File: src/rtl/crank_position_decoder.sv
// Missing-tooth crank wheel decoder: filters the raw CKP pin, measures tooth
// periods, locks onto the gap and publishes tooth index, revolution and sync.
module crank_position_decoder #(
  parameter int TEETH         = 36,
  parameter int MISSING       = 1,
  parameter int FILTER_CYCLES = 4,
  parameter int PERIOD_W      = 20,
  parameter int STALL_CYCLES  = 1000000,
  localparam int IDX_W        = $clog2(TEETH)
) (
  input  logic                clk,
  input  logic                reset,
  input  logic                on,
  input  logic                ckp,
  output logic                crank_tick,
  output logic                crank_changed,
  output logic [IDX_W-1:0]    tooth_idx,
  output logic                rev,
  output logic                synced,
  output logic                sync_lost,
  output logic [PERIOD_W-1:0] tooth_period
);

  localparam int FW = $clog2(FILTER_CYCLES + 1);
  localparam logic [FW-1:0] FLAST = FW'(FILTER_CYCLES - 1);
  localparam logic [IDX_W-1:0] LAST = IDX_W'(TEETH - MISSING - 1);
  localparam logic [PERIOD_W-1:0] STALL = PERIOD_W'(STALL_CYCLES);

  localparam logic [1:0] S_IDLE = 2'd0;
  localparam logic [1:0] S_SEEK = 2'd1;
  localparam logic [1:0] S_VER  = 2'd2;
  localparam logic [1:0] S_SYN  = 2'd3;

  logic s1_q, s2_q;
  logic filt_q, filt_d;
  logic [FW-1:0] fcnt_q, fcnt_d;
  logic fprev_q, edge_q;

  logic [1:0] st_q, st_d;
  logic [IDX_W-1:0] idx_q, idx_d;
  logic rev_q, rev_d;
  logic syn_q, syn_d;
  logic seen_q, seen_d;
  logic tick_q, tick_d;
  logic lost_q, lost_d;
  logic chg_q, chg_d;
  logic [PERIOD_W-1:0] cnt_q, cnt_d;
  logic [PERIOD_W-1:0] per_q, per_d;

  logic [PERIOD_W+1:0] cnt2, per3;
  logic gap, stall;
  logic [IDX_W:0] out_d, out_q;

  always_comb begin
    filt_d = filt_q;
    fcnt_d = '0;
    if (s2_q != filt_q) begin
      if (fcnt_q == FLAST) filt_d = s2_q;
      else fcnt_d = fcnt_q + FW'(1);
    end
  end

  // cnt_q at the edge is the new period; per_q still holds the previous one
  assign cnt2  = {1'b0, cnt_q, 1'b0};
  assign per3  = {2'b00, per_q} + {1'b0, per_q, 1'b0};
  assign gap   = cnt2 > per3;
  assign stall = (cnt_q == STALL);

  always_comb begin
    st_d   = st_q;
    idx_d  = idx_q;
    rev_d  = rev_q;
    syn_d  = syn_q;
    seen_d = seen_q;
    tick_d = 1'b0;
    lost_d = 1'b0;
    per_d  = per_q;
    cnt_d  = (cnt_q == '1) ? cnt_q : cnt_q + PERIOD_W'(1);
    if (!on || st_q == S_IDLE) begin
      st_d   = on ? S_SEEK : S_IDLE;
      idx_d  = '0;
      rev_d  = 1'b0;
      syn_d  = 1'b0;
      seen_d = 1'b0;
      per_d  = '0;
      cnt_d  = '0;
    end else if (edge_q) begin
      per_d = cnt_q;
      cnt_d = PERIOD_W'(1);
      unique case (1'b1)
        (st_q == S_SEEK): begin
          seen_d = 1'b1;
          if (seen_q && gap) begin
            st_d  = S_VER;
            idx_d = '0;
          end
        end
        (st_q == S_VER): begin
          if (gap) begin
            idx_d = '0;
            if (idx_q == LAST) begin
              st_d  = S_SYN;
              syn_d = 1'b1;
            end
          end else if (idx_q == LAST) begin
            st_d = S_SEEK;
          end else begin
            idx_d = idx_q + IDX_W'(1);
          end
        end
        (st_q == S_SYN): begin
          if (gap == (idx_q == LAST)) begin
            tick_d = 1'b1;
            idx_d  = gap ? '0 : idx_q + IDX_W'(1);
            rev_d  = rev_q ^ gap;
          end else begin
            st_d   = S_SEEK;
            syn_d  = 1'b0;
            idx_d  = '0;
            rev_d  = 1'b0;
            lost_d = 1'b1;
          end
        end
        default: st_d = S_IDLE;
      endcase
    end else if (stall) begin
      st_d   = S_SEEK;
      lost_d = (st_q == S_SYN);
      syn_d  = 1'b0;
      idx_d  = '0;
      rev_d  = 1'b0;
      seen_d = 1'b0;
      per_d  = '0;
    end
  end

  assign out_d = syn_d ? {rev_d, idx_d} : '0;
  assign out_q = {rev, tooth_idx};
  assign chg_d = on & (out_d != out_q);

  always_ff @(posedge clk) begin
    if (reset) begin
      s1_q    <= 1'b0;
      s2_q    <= 1'b0;
      filt_q  <= 1'b0;
      fcnt_q  <= '0;
      fprev_q <= 1'b0;
      edge_q  <= 1'b0;
      st_q    <= S_IDLE;
      idx_q   <= '0;
      rev_q   <= 1'b0;
      syn_q   <= 1'b0;
      seen_q  <= 1'b0;
      tick_q  <= 1'b0;
      lost_q  <= 1'b0;
      chg_q   <= 1'b0;
      cnt_q   <= '0;
      per_q   <= '0;
    end else begin
      s1_q    <= ckp;
      s2_q    <= s1_q;
      filt_q  <= filt_d;
      fcnt_q  <= fcnt_d;
      fprev_q <= filt_q;
      edge_q  <= filt_q & ~fprev_q;
      st_q    <= st_d;
      idx_q   <= idx_d;
      rev_q   <= rev_d;
      syn_q   <= syn_d;
      seen_q  <= seen_d;
      tick_q  <= tick_d;
      lost_q  <= lost_d;
      chg_q   <= chg_d;
      cnt_q   <= cnt_d;
      per_q   <= per_d;
    end
  end

  assign crank_tick    = tick_q;
  assign crank_changed = chg_q;
  assign sync_lost     = lost_q;
  assign synced        = syn_q;
  assign tooth_idx     = syn_q ? idx_q : '0;
  assign rev           = syn_q & rev_q;
  assign tooth_period  = per_q;

endmodule
File: config.mk
export PLATFORM = sky130hd
export DESIGN_NAME = crank_position_decoder
export DESIGN_NICKNAME = d
export VERILOG_FILES = /design/src/rtl/crank_position_decoder.sv
export SDC_FILE = /design/constraint.sdc
export NUM_CORES = 1
export LEC_CHECK = 0
export ABC_AREA = 1
export BUFFER_PORTS_ARGS = -buffer_cell sky130_fd_sc_hd__buf_4
export CAP_MARGIN = 0
export CORE_ASPECT_RATIO = 0.5
export CORE_MARGIN = 2
export CORE_UTILIZATION = 40
export CTS_BUF_LIST = sky130_fd_sc_hd__clkbuf_4 sky130_fd_sc_hd__clkbuf_8
export CTS_CLUSTER_DIAMETER = 80
export DETAILED_ROUTE_END_ITERATION = 10
export PLACE_DENSITY_LB_ADDON = 0.3
export SYNTH_ARGS = -nofsm -noshare
export SYNTH_HDL_FRONTEND = slang
export SYNTH_SLANG_ARGS = --single-unit
File: constraint.sdc
create_clock -name clk -period 5.5 [get_ports clk]
set_input_delay 0 -clock clk [delete_from_list [all_inputs] [get_ports clk]]
set_output_delay 0 -clock clk [all_outputs]
set_load 0.01 [all_outputs]
==> flow_summary_export.csv, run 1 <==
group,metric,value,unit
clock_network,cts_root_buf,"clkbuf_8",
power,pwr-share-clk,51.7,%
clock_network,clock_latency,0.36,ns
logic_synthesis,synthTopCellsByCount,"nand2_1, inv_1, dfxtp_1, nor2_1, a21oi_1",
grt,antenna_found_initial,0,
logic_synthesis,synth.avg_cell_area,6.95,sq um
logic_synthesis,synth_area,4360,sq um
logic_synthesis,synth_fa_ha_area_share,13.4,%
drt,vias_per_cell,4.91,
logic_synthesis,synth_nets,677,
timing,finalMaxSlewViolations,0,
critical_path,critPathKind,"flip-flop to flip-flop",
logic_synthesis,synth_cell_types,41,
power,p_seq_share,45.0,%
floorplanning,start_util,41.8,%
timing,finalSetupViolCount,0,
drt,drc,0,
logic_synthesis,synth_top_cell_area_share,28.5,%
grt,grt.overflow.total,0,
placed_design,place.gp.congestion,0.867,
critical_path,cp_common_cell,"nor2_1",
floorplanning,die_area,11800,sq um
power,p_int,787,uW
grt,grt_use_total,18.5,%
critical_path,cpPeakStageDelay,0.38,ns
clock_network,cts_buffers,9,
logic_synthesis,synth_top_family_by_area,"simple AND/OR/NAND/NOR gates",
power,swShare,21.9,%
layout,area_growth,15.7,%
power,pwr-share-comb,3.3,%
critical_path,critPathMaxFanout,12,
critical_path,crit_path_end_kind,"flip-flop",
timing,holdWs,0.401,ns
drt,ant_nets,0,
logic_synthesis,yosysSeqAreaShare,28.5,%
logic_synthesis,synth_compound_area_share,15.9,%
timing,worst_slew_pin_slew,1.05,ns
timing,rsz0062_at_grt,"no",
logic_synthesis,synth_mux_area_share,0,%
timing,fin_crit_sh,81.9,%
layout,final_util,48.4,%
logic_synthesis,ys_warn_count,0,
layout,drive_gt1_share,10.3,%
logic_synthesis,yosys.area_share.simple,25.9,%
timing,finalSetupTns,0,ns
logic_synthesis,synth-seq-cells,62,
worst_hold_path,min_path_type,"flip-flop to flip-flop",
drt,drt_iter0_markers,262,
floorplanning,die_y,77.8,um
placed_design,io_buffer_count,34,
logic_synthesis,synth.area.top_cells,"dfxtp_1, ha_1, nand2_1",
logic_synthesis,syn_inst,627,
critical_path,crit_path_top_delay_cell,"ha_1",
layout,fin_nets,716,
power,powerDensity,200,nW/um^2
placed_design,pre_cts_ws,1.02,ns
clock_network,clk_pin_slew,0.07,ns
flow_run,maxCapViolations,0,
outcome,status,"complete, no violations",
power,p_switching,220,uW
drt,drt-pass1-iter-count,5,
clock_network,cts_max_level,3,
clock_network,post_cts_buffers,0,
critical_path,required,5.76,ns
clock_network,clk_path_buf_depth,2,
logic_synthesis,synthArstFlopShare,0,%
drt,routedWlPerCell,12.7,um
critical_path,cp.arrival,4.76,ns
timing,fin_skew,0.00561,ns
clock_network,clock_sinks,62,
layout,antennaDiodeCount,0,
timing,hold_violations,0,
floorplanning,fp-row-count,26,
power,p_leak,2.36,nW
grt,grt_pass1_wl,17200,um
logic_synthesis,synthXorXnorAreaFrac,6.23,%
drt,vias,3983,
grt,grt_max_degree,21,
floorplanning,chipWidth,152,um
placed_design,dp_hpwl,7960,um
logic_synthesis,yosysMostFrequentCell,"nand2_1",
power,peakVddDrop,0.100,mV
critical_path,worst_setup_path_start_kind,"flip-flop",
logic_synthesis,synthFlopType,"dfxtp_1",
logic_synthesis,synth_edf_count,0,
timing,max_freq,222,MHz
logic_synthesis,post-synth-top-area-cell,"dfxtp_1",
timing,fin_crit,4.51,ns
floorplanning,core-area,10400,sq um
floorplanning,boundaryPins,35,
clock_network,tritoncts,"yes",
timing,worst_slack,0.994,ns
power,total_power,1.01,mW
timing,maxSlewHeadroom,30.0,%
grt,first_global_vias,3626,
drt,drt-total-wl,10300,um
-- critical path: cells and delay by family, from the launching register on --
kind                     cells  cell delay, ns
AO/OA/AOI/OAI               11            1.99
XOR/XNOR                     1            0.16
AND/OR/NAND/NOR             13            1.12
flip-flops                   1            0.35
buffers and inverters        1            0.09
adder cells (fa/ha/maj)      2            0.68
-- state kept, by name, indices dropped and copies added, names as in the netlist --
| name | count |
|---|---|
| st_q | 2 |
| fprev_q | 1 |
| cnt_q | 20 |
| seen_q | 1 |
| tooth_period | 20 |
| s2_q | 1 |
| rev_q | 1 |
| crank_tick | 1 |
| edge_q | 1 |
| crank_changed | 1 |
| fcnt_q | 3 |
| filt_q | 1 |
| idx_q | 6 |
| s1_q | 1 |
| sync_lost | 1 |
| synced | 1 |
-- path summary, 6_finish.rpt --
check                       start             to  slack, ns  cells after the start
setup / recovery  tooth_period[4]  crank_changed       0.99                     28
hold / removal            fprev_q         edge_q       0.40                      1
setup reg to reg  tooth_period[4]  crank_changed       0.99                     28
hold reg to reg           fprev_q         edge_q       0.40                      1
-- placed cells by master, fill, tap and decap left out, drive strengths merged, types with 4 or more instances in the layout --
cell type	n
nand3	23
nand4	8
dlygate4sd3	4
nor2	56
nand3b	4
clkbuf	11
nand2	145
o22ai	17
a21oi	46
nor4	6
inv	103
xnor2	10
buf	34
nor3	11
a21o	4
xor2	21
dfxtp	62
ha	45
a21boi	6
o21ai	36
-- timing repair --
item | CTS | global route
hold endpoints to repair | 13 | 0
hold buffers | 4 | 0
gates resized for setup | 0 | 0
-- final cells by class --
type,count,area [sq um]
Fill cell,1052,5370
Multi-Input combinational cell,451,2680
Sequential cell,62,1240
Inverter,104,393
Timing Repair Buffer,38,295
Tap cell,140,175
Clock buffer,11,151
Clock inverter,5,105
-- routing by layer --
metal,share of wire [%],GRT usage [%]
met1,53,26.5
met2,41,27.2
met3,4.5,5.35
met4,1.0,4.63
met5,0,0
-- cells by family (layout without fill, tap and decap cells) --
family                   count (synthesis)  in the layout
AO/OA/AOI/OAI                          120            120
XOR/XNOR                                31             31
flip-flops                              62             62
AND/OR/NAND/NOR                        254            254
adder cells (fa/ha/maj)                 46             46
buffers and inverters                  114            158
-- power groups by stage --
stage	Combinational, mW	Sequential (mW)	Clock [mW]
after floorplan	0.0222	0.463	0
after global placement	0.0305	0.463	0
after detailed placement	0.0309	0.463	0
after CTS	0.0331	0.453	0.530
after global routing	0.0369	0.453	0.556
final	0.0332	0.453	0.521
-- through the flow --
stage | cell area, sq um | std cells
after floorplan | 4360 | 627
after global placement | 4740 | 791
after detailed placement | 4740 | 791
after CTS | 5040 | 811
after global routing | 5040 | 811
final | 5040 | 811
No activity file was read; power rests on OpenSTA's default activity.
==> run 2: changes to the inputs <==
--- a/config.mk
+++ b/config.mk
@@ -5,7 +5,7 @@
 export SDC_FILE = /design/constraint.sdc
 export NUM_CORES = 1
 export LEC_CHECK = 0
-export ABC_AREA = 1
+export ABC_AREA = 0
 export BUFFER_PORTS_ARGS = -buffer_cell sky130_fd_sc_hd__buf_4
 export CAP_MARGIN = 0
 export CORE_ASPECT_RATIO = 0.5
==> constraint.sdc (replaced) <==
create_clock -name clk -period 3.8 [get_ports clk]
set_input_delay 0 -clock clk [delete_from_list [all_inputs] [get_ports clk]]
set_output_delay 0 -clock clk [all_outputs]
set_load 0.01 [all_outputs]
==> run 2 against run 1 <==
- area after synthesis is 2.4% lower
- synthesized cell count is 20% lower
- worst setup slack worse by 2.0 ns
- first-iteration DRC count is 4.2% higher
- largest power group unchanged
- global-route usage is 2.7 points higher
- the run now ends with setup timing left
- clock-buffer cell count is 2 higher
==> flow_summary_export.csv, run 2 <==
group,metric,value,unit
drt,routedWlPerCell,15.5,um
logic_synthesis,synth-seq-cells,62,
critical_path,worstReg2RegStart,"tooth_period[1]",
worst_hold_path,min_path_type,"input port to flip-flop",
timing,finalSetupViolCount,13,
timing,max_freq,207,MHz
grt,grt_use_total,21.2,%
logic_synthesis,synthFlopType,"dfxtp_1",
floorplanning,boundaryPins,35,
floorplanning,start_util,41.4,%
layout,drive_gt1_share,34.4,%
layout,antennaDiodeCount,0,
floorplanning,die_area,11500,sq um
grt,antenna_found_initial,0,
logic_synthesis,ys_warn_count,0,
drt,drt_iter0_markers,273,
grt,first_global_vias,4052,
logic_synthesis,post-synth-top-area-cell,"dfxtp_1",
critical_path,critPathKind,"flip-flop to flip-flop",
logic_synthesis,synth_area,4250,sq um
power,peakVddDrop,0.163,mV
timing,fin_crit_sh,127,%
power,powerDensity,231,nW/um^2
clock_network,cts_max_level,3,
grt,grt.overflow.total,0,
timing,worst_slack,-1.04,ns
timing,finalSetupTns,-8.60,ns
layout,final_cell_area,6090,sq um
drt,drt-total-wl,12100,um
timing,fin_crit,4.84,ns
timing,worst_slew_pin_slew,1.21,ns
logic_synthesis,synth_top_cell_area_share,29.2,%
outcome,status,"finished, violations left",
clock_network,clk_path_buf_depth,2,
timing,maxSlewHeadroom,18.5,%
clock_network,cts_buffers,9,
critical_path,cpPeakStageDelay,0.37,ns
power,p_leak,2.52,nW
logic_synthesis,synthArstFlopShare,0,%
placed_design,place.gp.congestion,0.916,
critical_path,cp.arrival,5.12,ns
critical_path,r2r.worst_path.cells,25,
drt,drt-pass1-iter-count,5,
drt,vias_per_cell,5.46,
placed_design,place_area,5330,sq um
logic_synthesis,syn_inst,504,
placed_design,dp_hpwl,8240,um
timing,holdWs,0.118,ns
critical_path,crit_end,"crank_changed",
floorplanning,die_y,76.9,um
placed_design,dpl.cell_count,740,
drt,drc,0,
logic_synthesis,synth.area.top_cells,"dfxtp_1, ha_1, nor2_1",
critical_path,required,4.09,ns
critical_path,rr_endpoint,"crank_changed",
layout,layout_common_cells,"buf_4, dfxtp_1, nor2_1",
drt,ant_nets,0,
critical_path,crit_path_end_kind,"flip-flop",
clock_network,clock_sinks,62,
logic_synthesis,yosysSeqAreaShare,29.2,%
floorplanning,chipWidth,150,um
timing,finalMaxSlewViolations,0,
flow_run,maxCapViolations,0,
clock_network,clk_pin_slew,0.08,ns
floorplanning,core-area,10300,sq um
floorplanning,fp-row-count,26,
outcome,violations,"setup timing",
logic_synthesis,synth.avg_cell_area,8.44,sq um
grt,grt_max_degree,21,
critical_path,critPathMaxFanout,7,
layout,mostFrequentLayoutCell,"buf_4",
timing,rsz0062_at_grt,"yes",
logic_synthesis,yosysMostFrequentCell,"dfxtp_1",
logic_synthesis,synth_cell_types,67,
grt,grt_pass1_wl,19500,um
layout,area_growth,43.2,%
logic_synthesis,synthTopCellsByCount,"dfxtp_1, nor2_1, ha_1, a21oi_1, nand2_1",
clock_network,tritoncts,"yes",
critical_path,startpoint,"tooth_period[1]",
clock_network,cts_root_buf,"clkbuf_8",
critical_path,r2r_slack,-1.04,ns
timing,fin_skew,0.0111,ns
critical_path,crit_path_top_delay_cell,"dfxtp_4",
timing,hold_violations,0,
layout,fin_nets,682,
logic_synthesis,synth_edf_count,0,
layout,fillers,922,
placed_design,io_buffer_count,34,
logic_synthesis,synth_nets,554,
layout,fin_cells,777,
drt,vias,4242,
clock_network,clock_latency,0.36,ns
critical_path,worst_setup_path_start_kind,"flip-flop",
[run 2: changes by cell type after synthesis, moves of 8 or more]
cell and change:
a21oi_1 -14, nand2_1 -107, inv_1 -78, or3_1 +9
nand2b_1 +10, and3_1 +8, a22o_1 +20, o21ai_0 -13
o22ai_1 -14
[run 2: worst min-delay path by stage]
stage,to,slack (ns),cells past startpoint,from
after global routing,seen_q,0.12,3,on
after floorplan,s1_q,0.13,1,ckp
final,crank_changed,0.12,3,on
after CTS,seen_q,0.09,3,on
after global placement,s1_q,0.21,2,ckp
after detailed placement,s1_q,0.22,2,ckp
[run 2: layout make-up]
class	instances	area [sq um]	share of cell area (%)
Inverter	23	86.3	1.42
Tap cell	140	175	2.88
Clock buffer	13	173	2.83
Sequential cell	62	1250	20.6
Timing Repair Buffer	131	1060	17.4
Clock inverter	3	65.1	1.07
Multi-Input combinational cell	405	3280	53.8
[run 2: kinds of logic (layout without fill, tap and decap cells)]
logic type,after synthesis,count (layout),share of synthesized area [%]
AO/OA/AOI/OAI,130,130,23.6
XOR/XNOR,32,32,6.59
adder cells (fa/ha/maj),46,46,13.7
buffers and inverters,37,170,3.35
flip-flops,62,62,29.2
multiplexers,3,3,0.706
AND/OR/NAND/NOR,194,194,22.9
[run 2: per-stage QoR]
step	total power, mW	utilization [%]	worst slack, ns
final	1.41	59.3	-1.04
after CTS	1.41	57.4	-0.933
after global routing	1.45	59.3	-1.28
after global placement	0.703	51.9	-1.05
after detailed placement	0.704	51.9	-1.22
after floorplan	0.692	-	-0.767
[run 2: repair_timing]
item	4_1_cts	5_1_grt
resized for setup	40	28
pin swaps	42	10
setup buffers	13	8
hold endpoints to repair	15	0
setup endpoints to repair	13	13
hold buffers	3	0
gates cloned	0	0
[run 2: per-layer routing]
metal / track usage [%] / wire length [um]
met1: 30.3 / 6120
met2: 31.2 / 5290
met3: 5.06 / 458
met4: 6.89 / 201
met5: 0 / 0
[run 2: where the power goes]
part	switching, mW	leakage, nW	internal, mW
logic	0.0256	1.89	0.0226
clock network	0.274	0.123	0.430
registers	0.00344	0.503	0.650
[run 2: worst max-delay path, delay by kind of cell, from the launching register on]
family,cells,cell delay [ns]
fa+ha+maj,2,0.53
simple gates,3,0.41
xor+xnor,1,0.09
compound gates,16,2.79
buf+inv,3,0.55
flops,1,0.37
